File: src/rtl/imem_loader_pkg.sv
// rtl/imem_loader_pkg.sv - shared types and constants for the instruction-memory loader
// Purpose: FSM state encoding, byte width and instruction-memory size shared by
//          the loader and the instruction memory.
// Ports:   none (package).
package imem_loader_pkg;

    typedef enum logic [1:0] {
        S_IDLE  = 2'd0,
        S_LOAD  = 2'd1,
        S_CHECK = 2'd2,
        S_DONE  = 2'd3
    } state_e;

    localparam int BYTE_W      = 8;
    localparam int IMEM_ADDR_W = 10;
    localparam int IMEM_BYTES  = 1 << IMEM_ADDR_W;

endpackage

File: src/rtl/imem_loader.sv
// rtl/imem_loader.sv - byte-stream writer that fills instruction memory and checks an XOR checksum
// Purpose: accepts 4*LEN bytes over a valid/ready handshake, writes them to consecutive
//          byte addresses from 0 (big-endian words), then compares one trailing XOR
//          checksum byte. Holds the CPU in reset for the whole load.
// Ports:
//   CLK, RESET        clock, synchronous active-high reset
//   START, LEN        begin a load of LEN 32-bit words (sampled in IDLE only)
//   BYTE_IN/VALID     incoming byte stream; BYTE_READY = loader can accept
//   MEM_WE/ADDR/DATA  registered byte write port into instruction memory
//   CPU_HOLD, BUSY    load in progress (CPU held in reset)
//   DONE              one-cycle completion pulse
//   ERR               sticky checksum mismatch until next START or RESET
module imem_loader
    import imem_loader_pkg::*;
#(
    parameter int ADDR_W = IMEM_ADDR_W,
    parameter int LEN_W  = ADDR_W - 1
) (
    input  logic              CLK,
    input  logic              RESET,
    input  logic              START,
    input  logic [LEN_W-1:0]  LEN,
    input  logic [BYTE_W-1:0] BYTE_IN,
    input  logic              BYTE_VALID,
    output logic              BYTE_READY,
    output logic              MEM_WE,
    output logic [ADDR_W-1:0] MEM_ADDR,
    output logic [BYTE_W-1:0] MEM_DATA,
    output logic              CPU_HOLD,
    output logic              BUSY,
    output logic              DONE,
    output logic              ERR
);

    // One extra counter bit so a full-memory load can count to 2^ADDR_W without wrapping.
    localparam int          CNT_W   = ADDR_W + 1;
    localparam int unsigned LEN_MAX = 1 << (ADDR_W - 2);

    state_e              state_q;
    logic [ADDR_W-2:0]   len_q;
    logic [CNT_W-1:0]    cnt_q;
    logic [BYTE_W-1:0]   csum_q;
    logic                mem_we_q;
    logic [ADDR_W-1:0]   mem_addr_q;
    logic [BYTE_W-1:0]   mem_data_q;
    logic                cpu_hold_q;
    logic                busy_q;
    logic                done_q;
    logic                err_q;

    logic [31:0]         len_ext;
    logic [ADDR_W-2:0]   len_sat_d;
    logic [CNT_W-1:0]    cnt_d;
    logic [CNT_W-1:0]    end_cnt;

    // Word count saturates at the memory capacity in words.
    always_comb begin
        len_ext   = 32'(LEN);
        len_sat_d = (len_ext > LEN_MAX) ? (ADDR_W-1)'(LEN_MAX) : (ADDR_W-1)'(len_ext);
    end

    assign cnt_d   = cnt_q + CNT_W'(1);
    assign end_cnt = {len_q, 2'b00};

    // Ready is a pure state decode so a byte can be taken every cycle.
    assign BYTE_READY = (state_q == S_LOAD) || (state_q == S_CHECK);

    always_ff @(posedge CLK) begin
        if (RESET) begin
            state_q    <= S_IDLE;
            len_q      <= '0;
            cnt_q      <= '0;
            csum_q     <= '0;
            mem_we_q   <= 1'b0;
            mem_addr_q <= '0;
            mem_data_q <= '0;
            cpu_hold_q <= 1'b0;
            busy_q     <= 1'b0;
            done_q     <= 1'b0;
            err_q      <= 1'b0;
        end else begin
            mem_we_q <= 1'b0;
            done_q   <= 1'b0;
            case (state_q)
                S_IDLE: begin
                    if (START) begin
                        len_q      <= len_sat_d;
                        cnt_q      <= '0;
                        csum_q     <= '0;
                        err_q      <= 1'b0;
                        busy_q     <= 1'b1;
                        cpu_hold_q <= 1'b1;
                        state_q    <= (len_sat_d == '0) ? S_CHECK : S_LOAD;
                    end
                end
                S_LOAD: begin
                    if (BYTE_VALID) begin
                        csum_q     <= csum_q ^ BYTE_IN;
                        cnt_q      <= cnt_d;
                        mem_we_q   <= 1'b1;
                        mem_addr_q <= cnt_q[ADDR_W-1:0];
                        mem_data_q <= BYTE_IN;
                        if (cnt_d == end_cnt) begin
                            state_q <= S_CHECK;
                        end
                    end
                end
                S_CHECK: begin
                    if (BYTE_VALID) begin
                        err_q   <= (BYTE_IN != csum_q);
                        done_q  <= 1'b1;
                        state_q <= S_DONE;
                    end
                end
                S_DONE: begin
                    busy_q     <= 1'b0;
                    cpu_hold_q <= 1'b0;
                    state_q    <= S_IDLE;
                end
                default: state_q <= S_IDLE;
            endcase
        end
    end

    assign MEM_WE   = mem_we_q;
    assign MEM_ADDR = mem_addr_q;
    assign MEM_DATA = mem_data_q;
    assign CPU_HOLD = cpu_hold_q;
    assign BUSY     = busy_q;
    assign DONE     = done_q;
    assign ERR      = err_q;

endmodule

File: config.mk
export PLATFORM = sky130hd
export DESIGN_NAME = imem_loader
export DESIGN_NICKNAME = d
export VERILOG_FILES = /design/src/rtl/imem_loader_pkg.sv /design/src/rtl/imem_loader.sv
export SDC_FILE = /design/constraint.sdc
export NUM_CORES = 1
export LEC_CHECK = 0
export ABC_AREA = 1
export BUFFER_PORTS_ARGS = -buffer_cell sky130_fd_sc_hd__buf_2
export CORE_AREA = 2 2 57 85
export CTS_CLUSTER_SIZE = 24
export DETAILED_ROUTE_END_ITERATION = 8
export DIE_AREA = 0 0 59 87
export MAX_ROUTING_LAYER = met4
export PLACE_DENSITY = 0.83
export SYNTH_ARGS = -nofsm -noshare
export SYNTH_HDL_FRONTEND = slang
export SYNTH_SLANG_ARGS = --single-unit
File: constraint.sdc
create_clock -name CLK -period 2.85 [get_ports CLK]
set_clock_uncertainty 0.1 [all_clocks]
set_input_delay 0.1425 -clock CLK [delete_from_list [all_inputs] [get_ports CLK]]
set_output_delay 0.1425 -clock CLK [all_outputs]
set_load 0.05 [all_outputs]
# Word level (Yosys, flattened, before mapping)
# Cells that the tools add are included.
classes:
  addsub: 1
  magnitude_cmp: 1
  eq_ne: 9
  muxes: 19
  bitwise_logic: 3
  n_reduce_logical: 14
op_table:
  columns: ["operator", "n"]
  rows:
  - ["$mux 11", 2]
  - ["$pmux 11 s2", 1]
  - ["$mux 8", 2]
  - ["$pmux 8 s2", 1]
  - ["$add 11x1->11 const B", 1]
  - ["$eq 11x11->1", 1]
  - ["$mux 2", 5]
  - ["$gt 9x9->1 const B", 1]
  - ["$logic_not 9->1", 1]
  - ["$mux 9", 1]
  - ["$ne 8x8->1", 1]
  - ["$pmux 2 s4", 1]
  - ["$xor 8x8->8", 1]
  - ["$ne 2x2->1 const B", 3]
  - ["$reduce_and 2->1", 3]
  - ["$reduce_and 3->1", 2]
  - ["$reduce_bool 2->1", 3]
  - ["$eq 2x2->1 const B", 2]
  - ["$mux 1", 4]
  - ["$pmux 1 s2", 2]
  - ["$reduce_and 4->1", 1]
  - ["$reduce_or 2->1", 2]
  - ["$eq 2x1->1 const B", 1]
  - ["$logic_not 2->1", 1]
  - ["other kinds (3)", 4]
word_totals:
  register_bits: 52
  input_bits: 21
  output_inout_bits: 24
  word_cells: 57

# Depth between registers and ports, before layout
# Gate-level depths: netlist (run 1).
logic_depth:
  ltp_word: 6
  ltp_mapped: 15

# Worst setup path after synthesis (run 1)
# No wires, ideal clock.
synth_timing:
  kind: "register -> register"
  from: "register state_q[0]"
  to: "register cnt_q[5]"
  setup_ps: 132
  arrival_ps: 1665
  required_time_ps: 2618
  setup_slack_ps: 952
  path_stages_with_launch: 12
  synth_period_minus_slack_ps: 1898
  path_cell_list: "dfxtp_1 > inv_1 > ha_1 > inv_1 > nor2_1 > inv_1 > o21ai_0 > a21oi_1 > clkinv_1 > buf_2 > nand2_1 > a21oi_1"
synth_between:
  elab_chain_cells: 3
  elab_cells_between_ends: 7
  cone_classes: "eq/ne (3); mux (1); reduce/logical (3)"
synth_lines:
  columns: ["item", "line", "text"]
  rows:
  - ["start, declared", "imem_loader.sv:39", "state_e state_q;"]
  - ["start signal, assigned", "imem_loader.sv:93", "state_q <= (len_sat_d == '0) ? S_CHECK : S_LOAD;"]
  - ["$eq 2x1->1 / $logic_not 2->1 (equally long branches)", "imem_loader.sv:84", "case (state_q)"]
  - ["$ne 2x2->1 (no line) / $reduce_bool 2->1 (equally long branches)", null, null]
  - ["$reduce_and 3->1 (no line)", null, null]
  - ["end signal, assigned", "imem_loader.sv:99", "cnt_q <= cnt_d;"]
  - ["end, declared", "imem_loader.sv:41", "logic [CNT_W-1:0] cnt_q;"]
# Several ways; a longest one is shown, not always the timed one.
# A chain may end at the register's enable or synchronous reset.

# Worst setup path after layout (run 1)
layout_timing:
  from: "register state_q[0]"
  to: "register cnt_q[0]"
# Same word-level chain as after synthesis.

==> out/metrics.csv, run 1 <==
metric,value,unit
core_area,4430,um^2
overflow,0,
netSwitchingFraction,42.7,%
synth_edf_count,0,
drt_iter0_drc,97,
cp.required,2.93,ns
clkPwrFrac,21.5,%
placed_area,2740,um^2
synth.yosys.seq_area_share,41.6,%
async_flop_share,0,%
tns,0,ns
fin_cells,453,
start_util,56.4,%
period_minus_slack,2.29,ns
critPathKind,reg -> reg,
min_path_cells,3,
crit_buf_inv,5,
ys_top_cells_by_area,"dfxtp_1, nand2_1, a21oi_1",
dp_hpwl,4220,um
clock_latency,0.31,ns
seq_power_share,37.6,%
die-area,5130,um^2
cts_resized,0,
routabilityCongestion,0.936,
maxSlewViolCount,0,
cts_buffers,5,
reg2reg_to,cnt_q[0],
root_buffer,clkbuf_8,
hold_end,MEM_DATA[6],
cp.arrival,2.37,ns
hold_path.startpoint,BYTE_IN[6],
cts_tree,yes,
setup_viol,0,
cp_common_cell,inv_1,
antenna_found_initial,0,
path_cells,"inv_1, ha_1, inv_1, nor2_1, inv_1, o21ai_0, a21oi_1, clkinv_1, buf_4, nand2_1, a21oi_1",
slew-limit-headroom,60.9,%
synth_common_cells,"nand2_1, dfxtp_1, a21oi_1",
ys_ff_latch,52,
cts_hold_buf,4,
synth-simple-area-share,28.4,%
grt_pass1_wl,9720,um
clock_path_buffers,2,
end_kind,flip-flop,
synth.top_cell.area_share,41.6,%
grt.total_usage,25.2,%
yosysMostFrequentCell,nand2_1,
cp_max_fo,11,
dr.pass1.iters,5,
die_x,59,um
setup.worst_path.start_class,flip-flop,
slowest_stage,dfxtp_1,
cp_top_family,buffers and inverters,
ys_warn_count,0,
synth-main-ff-cell,dfxtp_1,
reg2reg_from,state_q[0],
timing.critical_path.from,state_q[0],
maxClockFrequency,436,MHz
routedWlPerCell,12.7,um
p_switching,1.02,mW
max_stage_delay,0.40,ns
grt_pass1_vias,2254,
rows,30,
final_util,65.3,%
hold_class,in -> reg,
max_cap_violations,0,
post_cts_buffers,0,
outcome,"finished, final reports clean",
synth_xor_xnor_area_share,2.80,%
antenna_left,0,
area_growth_syn_to_layout,15.7,%
design_area,2890,um^2
rr_worst_depth,11,
pin_count,45,
power.density,829,nW/um^2
drc,0,
comb_power_share,40.9,%
vias,2441,
nNetsFinal,431,
port_buffers,44,
regToRegSetupSlack,0.56,ns
rsz0062_at_grt,false,
synth_area_per_cell,6.94,um^2
synthAdderAreaFrac,3.00,%
period_share,80.4,%
synthCells,360,
worst_slew_pin_slew,0.586,ns
final-hold-violation-count,0,
n_fill_cell,413,
p_int,1.37,mW
synthDistinctLibCells,28,
fp.dieH,87,um
synth_top_family_by_area,simple AND/OR/NAND/NOR gates,
routed_wl,5770,um
n_antenna_cell,0,
synth_top_area_cell,dfxtp_1,
cts_sinks,52,
synth_compound_area_share,16.5,%
muxShareOfSynthArea,0,%
viasPerCell,5.39,
clk_pin_slew_worst_paths,0.10,ns
drive_above_1_share,14.3,%
htreeDepth,2,
ir_worst_vdd,644,uV
syn_nets,387,
dpl.cell_count,441,
leakage,1.21,nW
syn_area,2500,um^2
grt_max_degree,32,
[per-layer routing]
layer / part of all wire [%] / GRT usage (%) / up-vias
met3: 3.7 / 4.01 / 12
met4: 2.4 / 11.8 / 0
met5: 0 / - / -
met1: 43 / 28.2 / 1105
li1: - / - / 1264
met2: 51 / 43.0 / 60
[flip-flops by register name, indices dropped and copies added, names as in the netlist, 2 cells and up]
name / flops
cnt_q: 11
MEM_ADDR: 10
len_q: 9
MEM_DATA: 8
csum_q: 8
state_q: 2
[power by group through the flow]
stage / clock network (mW) / logic (mW) / registers [mW]
floorplan: 0 / 0.551 / 1.12
CTS: 0.521 / 0.983 / 0.902
global route: 0.549 / 1.09 / 0.914
global placement: 0 / 0.961 / 0.914
finish: 0.516 / 0.980 / 0.901
detailed placement: 0 / 0.975 / 0.919
[final cells by class]
cell class                 instances  area, um^2  share of cell area [%]
timing repair buffer              51         283                    9.78
multi-input combinational        260        1270                    43.9
clock inverter                     2        38.8                    1.34
clock buffer                       6        72.6                    2.51
tap                               48        60.1                    2.08
inverter                          34         128                    4.41
sequential                        52        1040                    36.0
[cells in the final DEF, fill, tap and decap left out, types with 2 or more instances in the layout]
cell	netlist	final
nand2_1	85	85
dfxtp_1	52	52
buf_2	3	44
a21oi_1	43	43
nor2_1	42	42
inv_1	32	32
nand3_1	31	31
o21ai_0	24	24
xnor2_1	6	6
ha_1	6	6
a211oi_1	5	5
clkbuf_8	0	5
dlygate4sd3_1	0	4
buf_4	1	3
clkinv_1	2	2
nor2_4	2	2
nand4_1	2	2
o21bai_1	2	2
nand3b_1	2	2
nor3_1	2	2
xor2_1	2	2
[how the worst max path moves through the flow]
| stage | endpoint | slack (ns) | cells after the start |
|---|---|---|---|
| floorplan | cnt_q[5] | 0.95 | 11 |
| global placement | csum_q[3] | 0.68 | 11 |
| detailed placement | csum_q[3] | 0.59 | 11 |
| CTS | csum_q[3] | 0.56 | 11 |
| global route | cnt_q[0] | 0.39 | 11 |
| finish | cnt_q[0] | 0.56 | 11 |
[stage by stage]
stage / power, mW / hold WS [ns] / setup slack [ns]
floorplan: 1.67 / 0.184 / 0.952
global placement: 1.87 / 0.309 / 0.676
detailed placement: 1.89 / 0.311 / 0.588
CTS: 2.41 / 0.00196 / 0.565
global route: 2.55 / 0.0231 / 0.390
finish: 2.40 / 0.00428 / 0.558
[cell families after synthesis]
kind of cell / count (synthesis)
adder cells (fa/ha/maj): 6
buffers and inverters: 48
AO/OA/AOI/OAI: 77
AND/OR/NAND/NOR: 169
flip-flops: 52
XOR/XNOR: 8
[worst reg2reg max path, delay by kind of cell, from the launching register on]
kind	cells	cell delay (ns)
compound gates	3	0.41
fa+ha+maj	1	0.22
buf+inv	5	0.90
flops	1	0.40
simple gates	2	0.15
(Power assumes the default switching activity.)
==> inputs of run 2 (changes only) <==
--- a/config.mk
+++ b/config.mk
@@ -5,14 +5,14 @@
 export SDC_FILE = /design/constraint.sdc
 export NUM_CORES = 1
 export LEC_CHECK = 0
-export ABC_AREA = 1
+export ABC_AREA = 0
 export BUFFER_PORTS_ARGS = -buffer_cell sky130_fd_sc_hd__buf_2
-export CORE_AREA = 2 2 57 85
+export CORE_AREA = 2 2 63 95
 export CTS_CLUSTER_SIZE = 24
 export DETAILED_ROUTE_END_ITERATION = 8
-export DIE_AREA = 0 0 59 87
+export DIE_AREA = 0 0 65 97
 export MAX_ROUTING_LAYER = met4
-export PLACE_DENSITY = 0.83
+export PLACE_DENSITY = 0.75
 export SYNTH_ARGS = -nofsm -noshare
 export SYNTH_HDL_FRONTEND = slang
 export SYNTH_SLANG_ARGS = --single-unit
==> constraint.sdc (replaced) <==
create_clock -name CLK -period 1.9 [get_ports CLK]
set_clock_uncertainty 0.1 [all_clocks]
set_input_delay 0.095 -clock CLK [delete_from_list [all_inputs] [get_ports CLK]]
set_output_delay 0.095 -clock CLK [all_outputs]
set_load 0.05 [all_outputs]
==> out/metrics.csv, run 2 <==
metric,value,unit,change
outcome,"finished, violations left",,
violations,setup timing,,
clock_path_buffers,2,,unchanged
antenna_found_initial,0,,unchanged
clk_pin_slew_worst_paths,0.10,ns,about the same
synthCells,341,,-5.3%
dp_hpwl,5380,um,+27%
fp.dieH,97,um,+11%
slowest_stage,dfxtp_4,,
top_register,cnt_q,,
port_buffers,44,,unchanged
dr.pass1.iters,4,,-1
path_cells,"nand2_1, or2_4, o311a_4, a2111oi_4, a31oi_4, mux2_4",,
period_share,106,%,+25 points
layout_commonest_cell,nand2_1,,
overflow,0,,unchanged
rr_worst_depth,6,,-5
reg2reg_from,cnt_q[0],,
area_growth_syn_to_layout,37.5,%,
pin_count,45,,unchanged
ys_ff_latch,52,,unchanged
nNetsFinal,459,,+6.5%
synth_area_per_cell,7.75,um^2,+12%
synth_edf_count,0,,unchanged
setup.worst_path.start_class,flip-flop,,
cts_tree,yes,,
grt_max_degree,35,,+9.4%
rows,33,,+10%
period_minus_slack,2.01,ns,-0.285 ns
maxSlewViolCount,0,,unchanged
synth.yosys.seq_area_share,39.4,%,-2.3 points
routabilityCongestion,0.961,,+2.7%
regToRegSetupSlack,-0.11,ns,-0.67 ns
reg2reg_to,state_q[1],,
ys_warn_count,0,,unchanged
clock_latency,0.31,ns,about the same
min_path_cells,3,,unchanged
syn_nets,368,,-4.9%
setup_viol,2,,+2
async_flop_share,0,%,unchanged
start_util,48.9,%,-7.6 points
slew-limit-headroom,71.1,%,+10 points
synth_top_area_cell,dfxtp_1,,
drc,0,,unchanged
hold_path.startpoint,BYTE_IN[7],,
leakage,1.43,nW,+18%
seq_power_share,38.2,%,+0.6 points
worst_slack,-0.108,ns,-0.665 ns
routedWlPerCell,15.5,um,+21%
maxClockFrequency,498,MHz,+14%
synthDistinctLibCells,44,,+57%
cp.required,2.00,ns,-0.93 ns
p_int,2.00,mW,+45%
synth.top_cell.area_share,39.4,%,-2.3 points
comb_power_share,41.8,%,+0.9 points
synth_common_cells,"nand2_1, dfxtp_1, a21oi_1",,
cp_top_family,compound AO/OA/AOI/OAI gates,,
largest_reg_flops,11,,unchanged
die-area,6310,um^2,+23%
p_switching,1.21,mW,+19%
grt.total_usage,24.8,%,-0.44 points
htreeDepth,2,,unchanged
rsz0062_at_grt,true,,
final-hold-violation-count,0,,unchanged
grt_pass1_vias,2739,,+22%
power.density,883,nW/um^2,+6.5%
drive_above_1_share,33.0,%,+19 points
root_buffer,clkbuf_8,,
drt_iter0_drc,162,,+67%
ys_top_cells_by_area,"dfxtp_1, a21oi_1, nand2_1",,
syn_area,2640,um^2,+5.8%
cp_max_fo,3,,-8
worst_slew_pin_slew,0.432,ns,-0.155 ns
viasPerCell,5.64,,+4.6%
hold_end,MEM_DATA[7],,
yosysMostFrequentCell,nand2_1,,
n_antenna_cell,0,,unchanged
cp.arrival,2.11,ns,-0.26 ns
netSwitchingFraction,37.8,%,-4.9 points
ir_worst_vdd,697,uV,+8.2%
grt_pass1_wl,12300,um,+27%
die_x,65,um,+10%
crit_buf_inv,0,,-5
vias,2836,,+16%
critPathKind,reg -> reg,,
antenna_left,0,,unchanged
mostFrequentLayoutCells,"nand2_1, buf_4, a21oi_1",,
max_stage_delay,0.38,ns,-0.02 ns
cts_buffers,5,,unchanged
clkPwrFrac,20.0,%,-1.5 points
end_kind,flip-flop,,
core_area,5410,um^2,+22%
cts_sinks,52,,unchanged
place_ws,-0.112,ns,-0.700 ns
hold_class,in -> reg,,
synth-main-ff-cell,dfxtp_1,,
max_cap_violations,0,,unchanged
hold-worst-slack,0.0135,ns,+0.00925 ns
routed_wl,7770,um,+35%
## run 2: repair_timing
action / 4_1_cts / 5_1_grt
buffers inserted: 2 / 3
setup endpoints to repair: 16 / 17
pin swaps: 4 / 5
gates cloned: 0 / 1
hold buffers: 9 / 0
resized for setup: 12 / 19
hold endpoints to repair: 9 / 0
## run 2: routing by layer
metal / global-route usage [%] / up-vias / wire [um]
li1: - / 1369 / -
met1: 26.3 / 1360 / 2950
met2: 44.0 / 88 / 4270
met3: 3.95 / 19 / 333
met4: 11.1 / 0 / 219
met5: - / - / 0
## run 2: worst max path at each step
stage	start	endpoint	slack, ns	cells past startpoint
floorplan	cnt_q[2]	state_q[1]	-0.06	7
global placement	cnt_q[5]	state_q[1]	-0.08	6
detailed placement	cnt_q[4]	state_q[1]	-0.11	6
CTS	cnt_q[0]	state_q[1]	-0.08	6
global route	state_q[1]	state_q[1]	-0.18	7
finish	cnt_q[0]	state_q[1]	-0.11	6
## run 2: final cells by class
type,instances,area [um^2]
clock buffers,5,68.8
clock inverters,3,21.3
fillers,423,1770
inverters,6,22.5
multi-input cells,260,1640
flip-flops and latches,52,1060
well taps,70,87.6
repair buffers,107,736
## run 2: metrics by stage
stage                     power (mW)  cell area, um^2  TNS [ns]  instances  utilization, %
final                           3.21             3630    -0.201        503            67.2
after global routing            3.39             3630    -0.510        503            67.2
after CTS                       3.09             3520    -0.165        499            65.2
after detailed placement        2.41             3290    -0.512        480            60.8
after global placement          2.38             3290    -0.114        480            60.8
after floorplan                 1.98             2720   -0.0591        341               -
## run 2: cell families (layout without fill, tap and decap cells)
family                     Yosys count  in the layout  share of synthesized area (%)
AOI/OAI and AO/OA                   89             90                           20.3
xor gates and xnor gates            16             16                           5.30
adders and majority gates            6              6                           2.84
buffers and inverters               30            121                           4.97
DFF                                 52             52                           39.4
muxes                                3              3                           1.32
and+or+nand+nor                    145            145                           25.9
## run 2: worst register-to-register path, delay by kind of cell, from the launching register on
family	cells	cell delay (ns)
simple gates	2	0.39
mux	1	0.31
flops	1	0.38
compound gates	3	0.73
## run 2: power by group through the flow
stage          combinational, mW  clock (mW)  sequential [mW]
2_1_floorplan              0.626           0             1.36
3_3_place_gp                1.13           0             1.25
3_5_place_dp                1.16           0             1.25
4_1_cts                     1.21       0.654             1.23
5_1_grt                     1.45       0.699             1.24
6_report                    1.34       0.642             1.23
==> inputs of run 3 (changes only) <==
--- a/config.mk
+++ b/config.mk
@@ -5,14 +5,14 @@
 export SDC_FILE = /design/constraint.sdc
 export NUM_CORES = 1
 export LEC_CHECK = 0
-export ABC_AREA = 0
+export ABC_AREA = 1
 export BUFFER_PORTS_ARGS = -buffer_cell sky130_fd_sc_hd__buf_2
-export CORE_AREA = 2 2 63 95
+export CORE_AREA = 2 2 74 76
 export CTS_CLUSTER_SIZE = 24
 export DETAILED_ROUTE_END_ITERATION = 8
-export DIE_AREA = 0 0 65 97
+export DIE_AREA = 0 0 76 78
 export MAX_ROUTING_LAYER = met4
-export PLACE_DENSITY = 0.75
+export PLACE_DENSITY = 0.76
 export SYNTH_ARGS = -nofsm -noshare
 export SYNTH_HDL_FRONTEND = slang
 export SYNTH_SLANG_ARGS = --single-unit
==> out/metrics.csv, run 3 (synthesized netlist as in run 1, its figures left out) <==
metric,value,unit,change
htreeDepth,2,,unchanged
p_switching,1.62,mW,+34%
path_cells,"ha_4, buf_6, nand3_4, nand2_1, nand3_1, nand2_1, nand3_1, nor2_1, nand3_1, nand2_2, nand3_1, nand2_1, nor2_1",,
die_x,76,um,+17%
critPathKind,reg -> reg,,
power.density,1160,nW/um^2,+31%
viasPerCell,5.05,,-10%
crit_buf_inv,1,,+1
drive_above_1_share,22.5,%,-11 points
slew-limit-headroom,60.9,%,-10 points
port_buffers,44,,unchanged
maxSlewViolCount,0,,unchanged
grt_pass1_wl,10200,um,-17%
maxClockFrequency,563,MHz,+13%
top_register,cnt_q,,
dr.pass1.iters,4,,unchanged
grt_pass1_vias,2321,,-15%
cts_tree,yes,,
n_antenna_cell,0,,unchanged
hold_class,in -> reg,,
routabilityCongestion,0.892,,-7.1%
comb_power_share,46.0,%,+4.2 points
vias,2537,,-11%
finalPower,3.73,mW,+16%
cp.required,2.01,ns,about the same
seq_power_share,36.0,%,-2.2 points
grt_max_degree,31,,-11%
drc,0,,unchanged
routed_wl,6070,um,-22%
top_usage_layer,met2,,
p_int,2.10,mW,+5.3%
dp_hpwl,4260,um,-21%
layout_commonest_cell,nand2_1,,
antenna_found_initial,0,,unchanged
grt.total_usage,21.6,%,-3.2 points
start_util,49.6,%,+0.70 points
outcome,"finished, final reports clean",,
ir_worst_vdd,993,uV,+42%
grt.met3_usage,3.60,%,-0.35 points
grt.met2_usage,36.3,%,-7.7 points
clkPwrFrac,18.0,%,-2.0 points
cp_common_cell,nand3_1,,
regToRegSetupSlack,0.12,ns,+0.23 ns
overflow,0,,unchanged
area_growth_syn_to_layout,29.0,%,
rows,26,,-21%
setup_viol,0,,-2
cp_max_fo,8,,+5
end_kind,flip-flop,,
nNetsFinal,458,,-0.22%
leakage,1.33,nW,-6.5%
clk_pin_slew_worst_paths,0.10,ns,about the same
cts_sinks,52,,unchanged
largest_reg_flops,11,,unchanged
period_share,93.4,%,-12 points
period_minus_slack,1.78,ns,-0.232 ns
die-area,5930,um^2,-6.0%
fp.dieH,78,um,-20%
final-hold-violation-count,0,,unchanged
antenna_left,0,,unchanged
mostFrequentLayoutCells,"nand2_1, dfxtp_1, buf_2",,
clock_latency,0.31,ns,about the same
worst_slack,0.125,ns,+0.232 ns
netSwitchingFraction,43.6,%,+5.8 points
slowest_stage,dfxtp_4,,
cts_buffers,5,,unchanged
worst_slew_pin_slew,0.586,ns,+0.155 ns
cp.arrival,1.89,ns,-0.22 ns
setup.worst_path.start_class,flip-flop,,
cp_top_family,simple AND/OR/NAND/NOR gates,,
grt_use_met1,27.1,%,+0.83 points
max_stage_delay,0.38,ns,about the same
root_buffer,clkbuf_8,,
clock_path_buffers,2,,unchanged
place_ws,-0.00854,ns,+0.104 ns
pin_count,45,,unchanged
routedWlPerCell,12.1,um,-22%
max_cap_violations,0,,unchanged
drt_iter0_drc,139,,-14%
core_area,5040,um^2,-6.8%
[run 3: per-stage QoR]
step | TNS [ns] | hold WS (ns) | utilization (%) | area, um^2 | std cells
after floorplan | 0 | 0.137 | - | 2500 | 360
after global placement | 0 | 0.261 | 56.8 | 2870 | 476
after detailed placement | -0.00924 | 0.264 | 56.8 | 2870 | 476
after CTS | 0 | 0.0204 | 61.7 | 3110 | 499
after global routing | -0.0480 | 0.0382 | 64.0 | 3230 | 502
final | 0 | 0.0203 | 64.0 | 3230 | 502
[run 3: path summary, 6_finish.rpt]
| path | cells past startpoint | to | startpoint |
|---|---|---|---|
| hold reg to reg | 2 | csum_q[0] | csum_q[0] |
| setup / recovery | 13 | state_q[0] | cnt_q[0] |
| hold / removal | 4 | len_q[2] | LEN[8] |
| setup reg to reg | 13 | state_q[0] | cnt_q[0] |
[run 3: power groups by stage]
stage	clock (mW)	combinational (mW)	sequential (mW)
after floorplan	0	0.827	1.68
after global placement	0	1.62	1.36
after detailed placement	0	1.66	1.37
after CTS	0.688	1.69	1.34
after global routing	0.739	1.86	1.37
final	0.672	1.71	1.34
[run 3: worst min-delay path: cells and delay by family]
family | cells | cell delay, ns
buffers and inverters | 1 | 0.10
and+or+nand+nor | 2 | 0.14
AOI/OAI and AO/OA | 1 | 0.05
[run 3: layer usage]
metal  wire length, um  share of wire, %
met1              2860                47
met4                66               1.1
met2              2880                47
met3               265               4.4
met5                 0                 0
[run 3: area by class of cell]
| type | instances | area [um^2] |
|---|---|---|
| fill | 444 | 1820 |
| multi-input combinational | 260 | 1340 |
| sequential | 52 | 1060 |
| timing repair buffer | 78 | 517 |
| inverter | 34 | 128 |
| tap | 70 | 87.6 |
| clock buffer | 5 | 68.8 |
| clock inverter | 3 | 26.3 |
[run 3: timing repair]
action / in CTS / in global routing
hold endpoints to repair: 17 / 0
pin swaps: 0 / 9
setup buffers: 0 / 3
hold buffers: 15 / 0
setup endpoints to repair: 2 / 19
resized for setup: 2 / 31
